--- src/rtl/fetch_pkg.sv ---
// fetch_pkg: shared constants, types and helpers for the instruction-fetch front end
package fetch_pkg;
  localparam logic [15:0] NOP_INSTR = 16'h0800;
  typedef struct packed {
    logic [15:0] instr;
    logic [15:0] pc_next;
  } fetch_entry_t;
  function automatic int clog2(input int v);
    int r;
    r = 0;
    for (int i = 0; i < 32; i++) if ((1 << r) < v) r++;
    return r;
  endfunction
endpackage

--- src/rtl/fetch_fifo.sv ---
// fetch_fifo: synchronous FIFO with flush, power-of-two depth, async active-low reset
module fetch_fifo
  import fetch_pkg::*;
#(
  parameter int WIDTH = 32,
  parameter int DEPTH = 4
) (
  input  logic                     CLK,
  input  logic                     RST,
  input  logic                     push,
  input  logic                     pop,
  input  logic                     flush,
  input  logic [WIDTH-1:0]         wdata,
  output logic [WIDTH-1:0]         rdata,
  output logic                     full,
  output logic                     empty,
  output logic [clog2(DEPTH):0]    count
);
  localparam int AW = clog2(DEPTH);
  localparam int CW = AW + 1;
  logic [WIDTH-1:0] mem [DEPTH];
  logic [AW-1:0] wp, rp;
  logic push_ok, pop_ok;
  assign full    = count == CW'(DEPTH);
  assign empty   = count == '0;
  assign push_ok = push && !full;
  assign pop_ok  = pop && !empty;
  assign rdata   = mem[rp];
  always_ff @(posedge CLK or negedge RST)
    if (!RST) begin
      wp    <= '0;
      rp    <= '0;
      count <= '0;
    end else if (flush) begin
      wp    <= '0;
      rp    <= '0;
      count <= '0;
    end else begin
      wp    <= wp + AW'(push_ok);
      rp    <= rp + AW'(pop_ok);
      count <= count + CW'(push_ok) - CW'(pop_ok);
    end
  always_ff @(posedge CLK)
    if (push_ok && !flush) mem[wp] <= wdata;
endmodule

--- src/rtl/fetch_prefetch_unit.sv ---
// fetch_prefetch_unit: prefetching IF stage with redirect flush and stall handshake
// Define FETCH_BYPASS_EN for a zero-latency path from mem_rdata to ID when the queue is empty.
module fetch_prefetch_unit
  import fetch_pkg::*;
#(
  parameter int                ADDR_W   = 16,
  parameter int                DATA_W   = 16,
  parameter int                DEPTH    = 4,
  parameter logic [ADDR_W-1:0] RESET_PC = '0
) (
  input  logic                  CLK,
  input  logic                  RST,
  output logic                  mem_req,
  output logic [ADDR_W-1:0]     mem_addr,
  input  logic                  mem_gnt,
  input  logic [DATA_W-1:0]     mem_rdata,
  input  logic                  redirect,
  input  logic [ADDR_W-1:0]     redirect_pc,
  input  logic                  id_stall,
  output logic                  inst_valid,
  output logic [DATA_W-1:0]     inst,
  output logic [ADDR_W-1:0]     inst_pc_next,
  output logic [clog2(DEPTH):0] q_count
);
  logic [ADDR_W-1:0] fpc, fpc_inc, head_pc;
  logic [DATA_W-1:0] head_instr;
  logic run, full, empty, push, q_push, q_pop;
  assign fpc_inc  = fpc + ADDR_W'(1);
  assign mem_req  = run && !full && !redirect;
  assign mem_addr = fpc;
  assign push     = mem_req && mem_gnt;
  assign q_pop    = !empty && !id_stall && !redirect;
`ifdef FETCH_BYPASS_EN
  logic byp;
  assign byp          = empty && push;
  assign q_push       = push && !(byp && !id_stall);
  assign inst_valid   = !empty || byp;
  assign inst         = !empty ? head_instr : byp ? mem_rdata : DATA_W'(NOP_INSTR);
  assign inst_pc_next = !empty ? head_pc : byp ? fpc_inc : fpc;
`else
  assign q_push       = push;
  assign inst_valid   = !empty;
  assign inst         = !empty ? head_instr : DATA_W'(NOP_INSTR);
  assign inst_pc_next = !empty ? head_pc : fpc;
`endif
  fetch_fifo #(.WIDTH(DATA_W + ADDR_W), .DEPTH(DEPTH)) u_fifo (
    .CLK   (CLK),
    .RST   (RST),
    .push  (q_push),
    .pop   (q_pop),
    .flush (redirect),
    .wdata ({mem_rdata, fpc_inc}),
    .rdata ({head_instr, head_pc}),
    .full  (full),
    .empty (empty),
    .count (q_count)
  );
  always_ff @(posedge CLK or negedge RST)
    if (!RST) begin
      run <= 1'b0;
      fpc <= RESET_PC;
    end else begin
      run <= 1'b1;
      fpc <= redirect ? redirect_pc : push ? fpc_inc : fpc;
    end
endmodule

--- config.mk ---
export PLATFORM = sky130hd
export DESIGN_NAME = fetch_prefetch_unit
export DESIGN_NICKNAME = d
export VERILOG_FILES = /design/src/rtl/fetch_pkg.sv /design/src/rtl/fetch_fifo.sv /design/src/rtl/fetch_prefetch_unit.sv
export SDC_FILE = /design/constraint.sdc
export NUM_CORES = 1
export LEC_CHECK = 0
export ABC_AREA = 1
export BUFFER_PORTS_ARGS = -buffer_cell sky130_fd_sc_hd__buf_2
export CAP_MARGIN = 20
export CORE_UTILIZATION = 27
export CTS_BUF_LIST = sky130_fd_sc_hd__clkbuf_4 sky130_fd_sc_hd__clkbuf_8
export CTS_CLUSTER_DIAMETER = 150
export DETAILED_ROUTE_END_ITERATION = 10
export HOLD_SLACK_MARGIN = 0.05
export PLACE_DENSITY_LB_ADDON = 0.05
export SLEW_MARGIN = 20
export SYNTH_ARGS = -nofsm -noshare
export SYNTH_HDL_FRONTEND = slang
export SYNTH_SLANG_ARGS = --single-unit
--- constraint.sdc ---
create_clock -name CLK -period 4.9 [get_ports CLK]
set_input_delay 0.98 -clock CLK [delete_from_list [all_inputs] [get_ports CLK]]
set_output_delay 0.98 -clock CLK [all_outputs]
set_load 0.03 [all_outputs]
# == Word-level counts from Yosys, hierarchy flattened ==
# Memory sizes are Yosys's and may differ from the RTL's.
# Index checks and enable logic that the tools add are counted.
# op_classes
n_reduce_logical,14
order_cmp,0
bitwise_logic,0
div_mod_pow,0
n_eq_ne,1
n_mux,9
addsub,5
mul,0
shifts,0
# ops
cell,count
2-to-1 mux 16 bit,4
"adder 16 x 1 -> 16 bit, second input constant",1
logical AND 1 bit,8
adder 2 x 1 -> 2 bit,2
logical NOT 1 bit,4
2-to-1 mux 2 bit,2
adder 3 x 1 -> 3 bit,1
"equality test 3 bit, second input constant",1
logical NOT 3 bit,1
2-to-1 mux 3 bit,1
subtractor 3 x 1 -> 3 bit,1
2-to-1 mux 1 bit,2
nonzero test 2 bit,1
# totals
latchBits,0
input_bits,37
output_inout_bits,53
mem_count,1
ram_bits,128
romBits,0
wordCells,35
ff_bits,24
# mem_list
name,words,word_bits,read_ports,rd_ports_with_merged_regs,write_ports,line_no,rtl
u_fifo.mem,4,32,1,0,1,fetch_fifo.sv:21,logic [WIDTH-1:0] mem [DEPTH];

# == Depth between registers and ports, before layout ==
# logic_depth
ltp_word,9
mapped_depth,11
depth_no_buf,11

# == Modules after synthesis ==
# From an unflattened synthesis, not the netlist that was laid out.
# hier_totals
hier_cells,606
area_unflattened_um2,6922.9
# by_module_without_submodules
module,area_each_um2,cells_each,seq_area_each_um2,instances
fetch_fifo,5490.3,360,4018.9,1
fetch_prefetch_unit,1432.6,246,425.4,1

# == Worst setup path after synthesis ==
# Ideal clock, no wire load.
# synth_timing
kind,input-to-reg
from,input redirect
to,memory u_fifo.mem[0][0] (enable)
required_ns,4.439
path_slack_ns,0.857
setup_ns,0.461
n_path_buf,1
arrival_time_ns,3.582
stages,4
path_cell_list,buf_2 -> nor2_4 -> nand3_4 -> nor3_1
# synth_between
elab_chain_len,7
# synth_lines
item,line_no,rtl
from (decl),fetch_prefetch_unit.sv:17,"input logic redirect,"
logical NOT 1 bit (*),"fetch_fifo.sv:44, fetch_prefetch_unit.sv:29",
logical AND 1 bit,fetch_prefetch_unit.sv:29,assign mem_req = run && !full && !redirect;
logical AND 1 bit,fetch_prefetch_unit.sv:31,assign push = mem_req && mem_gnt;
logical AND 1 bit,fetch_fifo.sv:26,assign push_ok = push && !full;
logical AND 1 bit (*),fetch_fifo.sv:44,if (push_ok && !flush) mem[wp] <= wdata;
2-to-1 mux 1 bit (*),fetch_fifo.sv:44,
2-to-1 mux 1 bit (implied by the code) (*),fetch_fifo.sv:44,
to (decl),fetch_fifo.sv:21,
# Every way passes the cells marked *; elsewhere a longest branch is shown, timed or not.

# == Final worst setup path ==
# layout_timing
from,register u_fifo.rp[1]
to,output inst_pc_next[4]
# layout_between
elab_chain_len,2
# layout_lines
item,line_no,rtl
from (decl),fetch_fifo.sv:22,"logic [AW-1:0] wp, rp;"
from (signal assigned),fetch_fifo.sv:40,rp <= rp + AW'(pop_ok);
memory (4 x 32 bit),--,
2-to-1 mux 16 bit,fetch_prefetch_unit.sv:44,assign inst_pc_next = !empty ? head_pc : fpc;
to (decl),fetch_prefetch_unit.sv:22,"output logic [ADDR_W-1:0] inst_pc_next,"
# Every way passes these cells.

==> impl_metrics.toml <==
[run_status]
status = "finished clean"

[worst_setup_path]
crit_path_frequent_cell = "o21ai_0"
max_stage_delay_ns = 0.54
worstRegToRegCells = 11
reg2reg_setup_slack_ns = 2.23
crit_fanout = 18
arrival_ns = 2.43
cpMaxStageDelayCell = "inv_1"
startpoint_type = "register"
cp_data_required_time_ns = 3.92
criticalPathCategory = "register to primary output"
end_kind = "primary output"
path_cells = "inv_1 > buf_4 > o21ai_0 > o22ai_1 > nand2_1 > o21ai_0 > buf_2"
r2r_end = "u_fifo.count[2]$_DFF_PN0_"
r2r-start = "u_fifo.count[1]$_DFF_PN0_"

[route]
wl_met1_um = 8760
wl_um = 18600
wire_per_inst_um = 18.2
drc_errors = 0
vias_per_cell = 4.54
drtIter0Drc = 211
top_layer = "met4"
detail-route-antenna-nets = 0
dr_wl_met3_um = 726
vias = 4640
firstDrtPassIters = 4
met2_length_um = 8920

[logic_synthesis]
yosysWarnings = 0
syn-num-nets = 647
ys.flop_type = "edfxtp_1"
ys_seq_elements = 152
synth.area.top_cells = "edfxtp_1 (58%), dfrtp_1 (9.1%), nor2_1 (6.9%), o21ai_0 (5.2%), nand2_1 (4.9%)"
syn_inst = 604
synth_largest_area_cell = "edfxtp_1"
synth.distinct_cells = 33
synth_commonest_cells = "edfxtp_1 (128), nor2_1 (122), nand2_1 (87)"
async_reset_ff_frac = 0.158
avgSynthCellArea_um2 = 10.9
synth_top_area_frac = 0.581
synth_edf_count = 128
synth_area_um2 = 6610
ys_seq_area_frac = 0.672
synth_most_common_cell = "edfxtp_1"

[sta]
fmax_mhz = 293
fin_worst_skew_ns = 0.0210
worst_pin_slew_ns = 0.881
fin_setup_tns_ns = 0
rsz0062_at_grt = "no"
setup_violations = 0
fin_crit_sh = 0.697
finalCriticalPeriod_ns = 3.41
hold_viol_final = 0
relSlewSlack = 0.413
maxSlewViolCount = 0

[clock_network]
cts_root_buffer = "clkbuf_8"
clkSinkCount = 152
cts_tree = "yes"
clk_latency_ns = 0.45
postCtsSetupRepairBufs = 0
numCtsBuffers = 17
clk_path_buf_depth = 2
clk_pin_slew_ns = 0.10
cts_max_level = 4
cts_hold_buf = 0
cts_resized = 0

[power]
p_int_mw = 2.27
leakage_nw = 2.95
pwr-share-seq = 0.403
clockPowerShare = 0.249
netSwitchingFraction = 0.406
powerDensity_nw_per_um2 = 491
pwr-share-comb = 0.348
peakVddDrop_uv = 244
p_sw_mw = 1.55

[global_routing]
gr-total-overflow = 0
grt_antenna_before_repair = 0
grt_usage = 0.156
grt_first_pass_wirelength_um = 28300
first_global_vias = 4719
grt_max_degree = 66

[die]
die_x_um = 158
start_util = 0.278
design.core.area_um2 = 23800
dieArea_um2 = 25100
die-height_um = 158
num_rows = 56
io_pins = 90

[finish]
fin_nets = 733
finalNonFillerCells = 1022
antenna_cells = 0
drive_gt1_frac = 0.219
synthToLayoutAreaGrowth_pct = 17.4
final_util = 0.327

[place]
gp_congestion = 0.722
place_inst = 990
place.port_buffers = 89
hpwl_um = 10900

[job]
maxCapViolations = 0

[hold_path]
hold_class = "primary input to asynchronous set/reset pin"
==> per-layer routing <==
layer / global-route usage / vias up
met1: 0.204 / 2263
met3: 0.0318 / 11
li1: - / 2244
met2: 0.263 / 122
met5: 0 / -
met4: 0.0385 / 0
==> flip-flops by register name, summed over array words and instances, names as in the netlist <==
register      count
run               1
u_fifo.count      3
u_fifo.wp         2
u_fifo.mem      128
u_fifo.rp         2
mem_addr         16
==> per-stage QoR <==
stage | power [mW] | hold WS, ns | setup slack (ns) | cell area, um2
after CTS | 3.88 | 0.546 | 1.33 | 7760
after detailed placement | 2.92 | 0.611 | 1.83 | 7370
final | 3.81 | 0.559 | 1.49 | 7760
after floorplan | 2.47 | 0.544 | 0.857 | 6610
after global placement | 2.92 | 0.595 | 1.88 | 7370
after global routing | 4.03 | 0.564 | 1.03 | 7760
==> cell usage in the layout, fill, tap and decap left out, types with 4 or more instances in the layout <==
master,instances
o21ai_0,69
buf_4,8
nor2_1,122
dfrtp_1,23
xor2_1,8
nand2_1,87
ha_1,5
nand2_2,7
buf_2,89
nor3_2,4
clkbuf_8,17
nor2_2,4
nand3_1,11
edfxtp_1,128
o22ai_1,13
clkinvlp_4,5
inv_1,33
a21oi_1,16
o21ai_1,16
==> final cells by class <==
class	instances	area [um2]
Tap cell	319	399
Sequential cell	152	4450
Inverter	36	136
Multi-Input combinational cell	386	1890
Clock inverter	12	129
Fill cell	2428	16000
Clock buffer	20	256
Timing Repair Buffer	97	505
==> worst max-delay path by stage <==
stage                                start                    endpoint  cells past startpoint
detailed placement  u_fifo.rp[0]$_DFF_PN0_             inst_pc_next[3]                      6
finish              u_fifo.rp[1]$_DFF_PN0_             inst_pc_next[4]                      7
floorplan                         redirect  u_fifo.mem[0][0]$_DFFE_PP_                      4
CTS                 u_fifo.rp[0]$_DFF_PN0_             inst_pc_next[3]                      6
global route        u_fifo.rp[0]$_DFF_PN0_            inst_pc_next[15]                      6
global placement    u_fifo.rp[0]$_DFF_PN0_            inst_pc_next[15]                      6
==> critical path: cells and delay by family, from the launching register on <==
kind	cells	cell delay (ns)
simple gates	1	0.09
buf+inv	3	1.13
flops	1	0.38
compound gates	3	0.39
==> power groups by stage <==
stage	Sequential (mW)	Clock, mW	Combinational, mW
after CTS	1.54	0.985	1.36
after global routing	1.54	1.04	1.45
after global placement	1.56	0	1.36
final	1.54	0.948	1.33
after detailed placement	1.56	0	1.36
after floorplan	1.60	0	0.864
==> cells by family (layout without fill, tap and decap cells) <==
| group | Yosys count | in the layout | synth area share |
|---|---|---|---|
| simple gates | 248 | 248 | 0.160 |
| flops | 152 | 152 | 0.672 |
| compound gates | 121 | 121 | 0.0963 |
| buf+inv | 66 | 165 | 0.0454 |
| xor+xnor | 10 | 10 | 0.0133 |
| fa+ha+maj | 6 | 6 | 0.0125 |
| other cells | 1 | 1 | 0.000567 |
Note: power is estimated with default switching activity, not from simulation.
